**config.mk**
```make
export PLATFORM = sky130hd
export DESIGN_NAME = assert_sched_ctrl
export DESIGN_NICKNAME = d
export VERILOG_FILES = /design/src/rtl/assert_pkg.sv /design/src/rtl/assert_sched_ctrl_rr_arbiter.sv /design/src/rtl/assert_sched_ctrl.sv
export SDC_FILE = /design/constraint.sdc
export NUM_CORES = 1
export LEC_CHECK = 0
export CAP_MARGIN = 20
export CORE_MARGIN = 2
export CORE_UTILIZATION = 50
export DETAILED_ROUTE_END_ITERATION = 6
export GPL_TIMING_DRIVEN = 1
export PLACE_DENSITY = 0.88
export SLEW_MARGIN = 20
export SYNTH_ARGS = -nofsm -noshare
export SYNTH_HDL_FRONTEND = slang
export SYNTH_SLANG_ARGS = --single-unit
```
**constraint.sdc**
```tcl
create_clock -name clk -period 3.4 [get_ports clk]
set_input_delay 0.34 -clock clk [delete_from_list [all_inputs] [get_ports clk]]
set_output_delay 0.34 -clock clk [all_outputs]
set_load 0.02 [all_outputs]
```
**src/rtl/assert_pkg.sv**
```systemverilog
// assert_pkg: shared types for the assertion check scheduler
package assert_pkg;
    localparam int OP_W = 2;
    typedef enum logic [OP_W-1:0] {OP_ROSE, OP_FELL, OP_STABLE, OP_RSVD} op_e;
    typedef enum logic [1:0] {IDLE, ARM, RUN, REPORT} sched_state_e;
endpackage

```
**src/rtl/assert_sched_ctrl_rr_arbiter.sv**
```systemverilog
// rr_arbiter: combinational round-robin pick of the first request at or after rr_ptr
module rr_arbiter #(
    parameter int N_REQ = 4,
    parameter int ID_W = $clog2(N_REQ)
) (
    input  logic [N_REQ-1:0] req,
    input  logic [ID_W-1:0]  rr_ptr,
    input  logic             en,
    output logic [N_REQ-1:0] grant,
    output logic [ID_W-1:0]  grant_id,
    output logic             any
);
    always_comb begin
        grant = '0;
        grant_id = '0;
        any = 1'b0;
        for (int i = N_REQ - 1; i >= 0; i--) begin
            if (en && req[(int'(rr_ptr) + i) % N_REQ]) begin
                grant = '0;
                grant[(int'(rr_ptr) + i) % N_REQ] = 1'b1;
                grant_id = ID_W'((int'(rr_ptr) + i) % N_REQ);
                any = 1'b1;
            end
        end
    end
endmodule

```
**src/rtl/assert_sched_ctrl.sv**
```systemverilog
// assert_sched_ctrl: time-shared rose/fell/stable evaluator with round-robin request arbitration
module assert_sched_ctrl
    import assert_pkg::*;
#(
    parameter int N_REQ = 4,
    parameter int CNT_W = 8,
    parameter int ID_W = $clog2(N_REQ)
) (
    input  logic                        clk,
    input  logic                        rst,
    input  logic [N_REQ-1:0]            req,
    input  logic [N_REQ-1:0][OP_W-1:0]  req_op,
    input  logic [N_REQ-1:0][CNT_W-1:0] req_win,
    input  logic                        signal_in,
    output logic [N_REQ-1:0]            gnt,
    output logic                        busy,
    output logic                        done,
    output logic [ID_W-1:0]             done_id,
    output logic                        pass,
    output logic [CNT_W-1:0]            hit_cnt
);
    sched_state_e state, state_nx;
    op_e op_q;
    logic [N_REQ-1:0] grant;
    logic [ID_W-1:0] gid, rr_ptr, id_q;
    logic [CNT_W-1:0] win_q, win_cnt, hits, hits_nx;
    logic any, prev, hit, miss, last;
    rr_arbiter #(.N_REQ(N_REQ), .ID_W(ID_W)) u_arb (
        .req(req), .rr_ptr(rr_ptr), .en(state == IDLE),
        .grant(grant), .grant_id(gid), .any(any)
    );
    always_comb begin
        hit = op_q == OP_ROSE ? ~prev & signal_in : op_q == OP_FELL ? prev & ~signal_in : prev == signal_in;
        hits_nx = &hits ? hits : hits + CNT_W'(hit);
        miss = op_q == OP_STABLE && !hit;
        last = win_cnt == CNT_W'(1) || miss;
        state_nx = state == IDLE ? (any ? ARM : IDLE)
                 : state == ARM  ? (op_q == OP_RSVD ? REPORT : RUN)
                 : state == RUN  ? (last ? REPORT : RUN)
                 : IDLE;
    end
    assign done = state == REPORT;
    assign busy = state != IDLE;
    always_ff @(posedge clk) begin
        if (rst) begin
            state <= IDLE;
            rr_ptr <= '0;
            gnt <= '0;
            pass <= 1'b0;
            done_id <= '0;
            hit_cnt <= '0;
        end else begin
            state <= state_nx;
            gnt <= grant;
            if (state == IDLE && any) begin
                op_q <= op_e'(req_op[gid]);
                win_q <= req_win[gid];
                id_q <= gid;
                rr_ptr <= gid == ID_W'(N_REQ - 1) ? '0 : gid + 1'b1;
            end
            if (state == ARM) begin
                prev <= signal_in;
                win_cnt <= win_q == '0 ? CNT_W'(1) : win_q;
                hits <= '0;
                if (op_q == OP_RSVD) begin
                    pass <= 1'b0;
                    hit_cnt <= '0;
                    done_id <= id_q;
                end
            end
            if (state == RUN) begin
                prev <= signal_in;
                win_cnt <= win_cnt - 1'b1;
                hits <= hits_nx;
                if (last) begin
                    pass <= op_q == OP_STABLE ? hit : hits_nx != '0;
                    hit_cnt <= hits_nx;
                    done_id <= id_q;
                end
            end
        end
    end
endmodule

```
==> results of run 1 <==
layer usage:
metal	track usage [%]	up-vias
li1	-	1312
met1	28.25	1316
met2	39.35	109
met5	0	-
met4	6.500	0
met3	2.747	6
cell families (layout without fill, tap and decap cells):
family          count (synthesis)  after routing  share of synthesized area (%)
simple gates                   94             94                          15.86
flops                          48             48                          41.08
fa+ha+maj                      18             18                          7.395
compound gates                 93             93                          21.78
buf+inv                        40             98                          5.259
mux                            16             16                          6.327
xor+xnor                        8              8                          2.301
synthesized netlist by cell type (8+ instances only):
cell type  count
o21ai_0       22
ha_1          18
mux2i_1        8
a21oi_1       12
dfxtp_1       19
edfxtp_1      29
o21a_1         8
clkbuf_1      16
nor2_1        34
a32oi_1       20
nand3_1       18
inv_1         21
area by class of cell:
cell class	count	share of cell area [%]
Clock buffer	6	1.877
Clock inverter	2	1.553
Inverter	21	2.039
Multi-Input combinational cell	229	42.27
Sequential cell	48	32.36
Tap cell	75	2.427
Timing Repair Buffer	69	17.48
worst reg2reg max path, delay by kind of cell (launching register included):
kind            cells  cell delay (ns)
mux                 1             0.40
flops               1             0.58
simple gates        2             0.72
fa+ha+maj           1             0.43
compound gates      2             0.40
buf+inv             1             0.18
registers in the layout (all words and copies together) (netlist names):
register	cells
done_id	2
win_cnt	8
gnt	4
op_q	2
hits	8
win_q	8
prev	1
state	2
hit_cnt	8
id_q	2
rr_ptr	2
pass	1
cell usage in the layout (no fill, tap or decap), types with 2 or more instances in the layout:
| cell | n |
|---|---|
| a211oi_1 | 5 |
| a21o_1 | 4 |
| a21oi_1 | 12 |
| a31oi_1 | 2 |
| a32oi_1 | 20 |
| and2_1 | 2 |
| and3_1 | 7 |
| and4_1 | 2 |
| buf_4 | 6 |
| bufinv_16 | 2 |
| clkbuf_8 | 5 |
| clkdlybuf4s50_1 | 63 |
| dfxtp_1 | 19 |
| edfxtp_1 | 29 |
| ha_1 | 18 |
| inv_1 | 21 |
| mux2_2 | 5 |
| mux2i_1 | 8 |
| mux4_2 | 2 |
| nand2_1 | 6 |
| nand2b_1 | 2 |
| nand3_1 | 18 |
| nand4_1 | 3 |
| nor2_1 | 34 |
| nor2b_1 | 2 |
| nor3_1 | 7 |
| nor4_1 | 3 |
| o211a_1 | 4 |
| o21a_1 | 8 |
| o21ai_0 | 22 |
| o221ai_1 | 4 |
| o31ai_1 | 2 |
| or2_2 | 2 |
| xnor2_1 | 6 |
| xor2_1 | 2 |
path summary, 6_finish.rpt:
path / from / endpoint / cells past startpoint
hold / removal: hit_cnt[7] / hit_cnt[7] / 2
hold reg to reg: hit_cnt[7] / hit_cnt[7] / 2
setup / recovery: rr_ptr[1] / win_q[6] / 7
setup reg to reg: rr_ptr[1] / win_q[6] / 7
stage by stage:
stage | instances | setup slack (ns) | instance area (um^2) | utilization [%]
after floorplan | 317 | 0.6534 | 3045 | -
after global routing | 450 | 0.3306 | 3866 | 65.30
after detailed placement | 442 | 0.2295 | 3734 | 63.06
final | 450 | 0.4387 | 3866 | 65.30
after global placement | 442 | 0.3773 | 3734 | 63.06
after CTS | 450 | 0.4896 | 3866 | 65.30
power groups by stage:
stage               Clock [uW]  Sequential, uW  Combinational [uW]
floorplan                    0             861                 749
global placement             0             849                1010
detailed placement           0             856                1060
CTS                        478             844                1060
global route               502             857                1170
finish                     476             845                1070
==> reports/metrics.yaml, run 1 <==
route:
  maxUsedRoutingLayer: "met4"
  finalWirelength_um: 7288
  wire_per_inst_um: 16.20
  drc: 0
  firstDrtPassIters: 5
  met3WireLength_um: 411
  drtIter0Drc: 213
  dr_wl_met2_um: 3796
  vias_per_cell: 6.096
  ant_nets: 0
  wl_met1_um: 3005
  vias: 2743
yosys:
  avgSynthCellArea_um2: 9.607
  ys_warn_count: 0
  async_reset_ff_share_pct: 0
  ys_ff_latch: 48
  syn_area_um2: 3045
  synth_cells: 317
  seq_area_frac_synth_pct: 41.08
  yosys-top-cells-area: "edfxtp_1 (29%), dfxtp_1 (12%), ha_1 (7.4%)"
  syn_nets: 382
  synth_top_cell_by_area: "edfxtp_1"
  synth_top_area_share_pct: 28.59
  ys_types: 51
  synth_flop_cell: "edfxtp_1"
  synth_edf_count: 29
flow_run:
  max_cap_viol_count: 0
critical_path:
  crit_required_ns: 3.44
  worstSetupStartpointType: "register"
  cpMostUsedCell: "a32oi_1"
  path_buf_inv: 1
  max_stage_delay_ns: 0.58
  cp_cell_sequence: "inv_1 -> ha_1 -> mux4_2 -> nor2b_4 -> or4_4 -> a32oi_1 -> a32oi_1"
  arrival_ns: 3.00
  path_class: "register to register"
  path_delay_family: "simple AND/OR/NAND/NOR gates"
  cp_max_fo: 12
  r2r_setup_slack_ns: 0.44
  slowest_stage: "dfxtp_1"
  worstSetupEndpointType: "register"
clocking:
  cts.clk_slew.worst_paths_ns: 0.09
  ctsHoldBuffers: 0
  htree_levels: 2
  cts_root_buf: "clkbuf_8"
  cts_buffers: 5
  post_cts_resized: 0
  cts_sinks: 48
  post_cts_buffers: 0
  cts_buffer_depth: 2
  clk_latency_ns: 0.30
  cts_tree: "yes"
global_routing:
  antenna_found_initial: 0
  grt_use_total_pct: 22.19
  overflow: 0
  grt_max_degree: 23
  grt_pass1_vias: 2559
  grt_pass1_wl_um: 11510
timing:
  whs_ns: 0.4698
  rsz0062_at_grt: "no"
  min_period_over_period_pct: 87.10
  tightest_slew_ns: 0.9520
  fin_crit_ns: 2.961
  maxSlewViolCount: 0
  fmax_mhz: 337.7
  hold_violations: 0
  fin_tns_setup_ns: 0
  slew_headroom_pct: 36.30
  clock_skew_ns: 0.005573
  finalSetupViolations: 0
place:
  routabilityCongestion: 0.8804
  io_buffers: 63
  dpl.hpwl_um: 5456
power_and_ir_drop:
  power_leakage_uw: 0.001500
  ir_drop_uv: 471.0
  power_switching_share_pct: 36.72
  share_clk_of_total_power_pct: 19.9
  pwr_density_cell_nw_per_um2: 619.6
  power.share.sequential_pct: 35.3
  power.internal_uw: 1516
  finalPower_uw: 2396
  power_switching_uw: 879.5
  pwr-share-comb_pct: 44.8
final_layout:
  drive_above_1_share_pct: 6.933
  multiInputGateArea_um2: 1634
  nets: 439
  area_growth_syn_to_layout_pct: 26.95
  n_antenna_cell: 0
  seqCellArea_um2: 1251
  nFillCells: 464
floorplanning:
  die_x_um: 82.05
  die_h_um: 82.05
  core_um2: 5921
  initial_core_util_pct: 51.44
  io_pins: 64
  fp-row-count: 28
  die_area_um2: 6731
run_status:
  status: "finished clean"
worst_hold_path:
  holdCritPathClass: "register to register"
(Power assumes the default switching activity.)
==> run 2, diff against run 1 <==
--- a/config.mk
+++ b/config.mk
@@ -9,6 +9,7 @@
 export CORE_MARGIN = 2
 export CORE_UTILIZATION = 50
 export DETAILED_ROUTE_END_ITERATION = 6
+export GPL_ROUTABILITY_DRIVEN = 0
 export GPL_TIMING_DRIVEN = 1
 export PLACE_DENSITY = 0.88
 export SLEW_MARGIN = 20
==> results of run 2 <==
Same layout as run 1: the final DEF is identical, and so are final timing and power.
==> run 3, diff against run 2 <==
--- a/config.mk
+++ b/config.mk
@@ -6,12 +6,11 @@
 export NUM_CORES = 1
 export LEC_CHECK = 0
 export CAP_MARGIN = 20
-export CORE_MARGIN = 2
 export CORE_UTILIZATION = 50
 export DETAILED_ROUTE_END_ITERATION = 6
 export GPL_ROUTABILITY_DRIVEN = 0
-export GPL_TIMING_DRIVEN = 1
 export PLACE_DENSITY = 0.88
+export REMOVE_ABC_BUFFERS = 1
 export SLEW_MARGIN = 20
 export SYNTH_ARGS = -nofsm -noshare
 export SYNTH_HDL_FRONTEND = slang
==> reports/metrics.yaml, run 3 (same netlist as run 1, synthesis figures left out) <==
global_routing:
  grt_pass1_wl_um: 11250  # -2.3%
  grt_max_degree: 23  # unchanged
  antenna_found_initial: 0  # unchanged
  grt_use_total_pct: 22.70  # +0.51 points
  overflow: 0  # unchanged
  grt_pass1_vias: 2434  # -4.9%
clocking:
  cts_tree: "yes"
  htree_levels: 2  # unchanged
  post_cts_buffers: 0  # unchanged
  cts_buffer_depth: 2  # unchanged
  cts_sinks: 48  # unchanged
  cts_root_buf: "clkbuf_8"
  ctsHoldBuffers: 0  # unchanged
  clk_latency_ns: 0.30  # about the same
  post_cts_resized: 0  # unchanged
  cts.clk_slew.worst_paths_ns: 0.09  # about the same
  cts_buffers: 5  # unchanged
final_layout:
  nets: 440  # +0.23%
  drive_above_1_share_pct: 6.915  # -0.018 points
  area_growth_syn_to_layout_pct: 25.60
  fin_util_pct: 64.99  # -0.31 points
  layout_common_cells: "clkdlybuf4s50_1 (63), nor2_1 (34), edfxtp_1 (29), o21ai_0 (22), inv_1 (21)"
  multiInputGateArea_um2: 1634  # unchanged
  layoutNonFillerInstCount: 451  # +0.22%
  n_antenna_cell: 0  # unchanged
  mostFrequentLayoutCell: "clkdlybuf4s50_1"
  nFillCells: 476  # +2.6%
  seqCellArea_um2: 1251  # unchanged
critical_path:
  arrival_ns: 3.14  # +0.14 ns
  crit_required_ns: 3.60  # +0.16 ns
  worstSetupEndpointType: "register"
  path_class: "input pin to register"
  worstSetupStartpointType: "input pin"
  cp_max_fo: 4  # -8
power_and_ir_drop:
  pwr_density_cell_nw_per_um2: 584.5  # -5.7%
  power_leakage_uw: 0.001479  # -1.4%
  ir_drop_uv: 438.6  # -6.9%
route:
  vias: 2719  # -0.87%
  ant_nets: 0  # unchanged
  vias_per_cell: 6.029  # -1.1%
  drc: 0  # unchanged
  wire_per_inst_um: 15.60  # -3.7%
  firstDrtPassIters: 5  # unchanged
  finalWirelength_um: 7036  # -3.5%
  drtIter0Drc: 205  # -3.8%
floorplanning:
  die_x_um: 80.05  # -2.4%
  die_h_um: 80.05  # -2.4%
  core_um2: 5886  # -0.59%
  io_pins: 64  # unchanged
  die_area_um2: 6407  # -4.8%
  initial_core_util_pct: 51.74  # +0.31 points
  fp-row-count: 28  # unchanged
worst_hold_path:
  holdCritPathClass: "register to register"
timing:
  fin_tns_setup_ns: 0  # unchanged
  rsz0062_at_grt: "no"
  clock_skew_ns: 0.01168  # +0.006105 ns
  hold_violations: 0  # unchanged
  maxSlewViolCount: 0  # unchanged
  min_period_over_period_pct: 86.43  # -0.67 points
  fmax_mhz: 340.3  # +0.77%
  finalSetupViolations: 0  # unchanged
  fin_crit_ns: 2.939  # -0.02263 ns
  slew_headroom_pct: 30.79  # -5.5 points
  tightest_slew_ns: 1.034  # +0.08228 ns
place:
  dpl.hpwl_um: 5266  # -3.5%
  io_buffers: 63  # unchanged
  placed_cells: 443  # +0.23%
run_status:
  status: "finished clean"
flow_run:
  max_cap_viol_count: 0  # unchanged
run 3: cell types whose count changed in the layout (fill, tap and decap cells not counted), sizes merged:
cell | before | now
bufinv | 2 | 0
clkinvlp | 0 | 1
clkinv | 0 | 1
buf | 6 | 7
run 3: critical path, cell delays in order:
cell and delay [ns]:
clkdlybuf4s50_1 0.51, inv_1 0.06, ha_1 0.19, mux2_2 0.27, mux2_2 0.26, ha_1 0.23
ha_1 0.30, a2111oi_0 0.42, o31a_1 0.23, nand4_1 0.11, a32o_1 0.22
run 3: final timing paths:
path	depth (start not counted)	slack [ns]	start	endpoint
worst max-delay path	11	0.46	signal_in	pass
worst min-delay path	2	0.47	hit_cnt[7]	hit_cnt[7]
worst max register to register	7	0.49	rr_ptr[1]	win_q[4]
worst min register to register	2	0.47	hit_cnt[7]	hit_cnt[7]
run 3: where the power goes:
| part | leakage (uW) | internal (uW) | switching [uW] |
|---|---|---|---|
| logic | 0.00101 | 458 | 608 |
| clock network | 0.0000388 | 143 | 181 |
| registers | 0.000429 | 765 | 80.0 |
run 3: through the flow:
step	instance area (um^2)	power, uW	hold slack [ns]	setup slack, ns
global route	3825	2376	0.4868	0.3211
finish	3825	2236	0.4743	0.4614
global placement	3741	1865	0.4511	0.3792
floorplan	2964	1562	0.4091	0.5296
CTS	3825	2235	0.4768	0.4725
detailed placement	3741	1913	0.4642	0.1486
run 3: final cells by class:
type                    count  area share (%)
clock buffers               6           1.897
clock inverters             2          0.2944
inverters                  21           2.061
multi-input cells         229           42.72
flip-flops and latches     48           32.71
well taps                  75           2.453
repair buffers             70           17.86
run 3: metal layers:
| layer | wire, um | part of all wire [%] | GRT usage (%) |
|---|---|---|---|
| met1 | 2944 | 42 | 29.22 |
| met2 | 3504 | 50 | 38.63 |
| met3 | 469 | 6.7 | 3.429 |
| met4 | 118 | 1.7 | 7.857 |
| met5 | 0 | 0 | 0 |
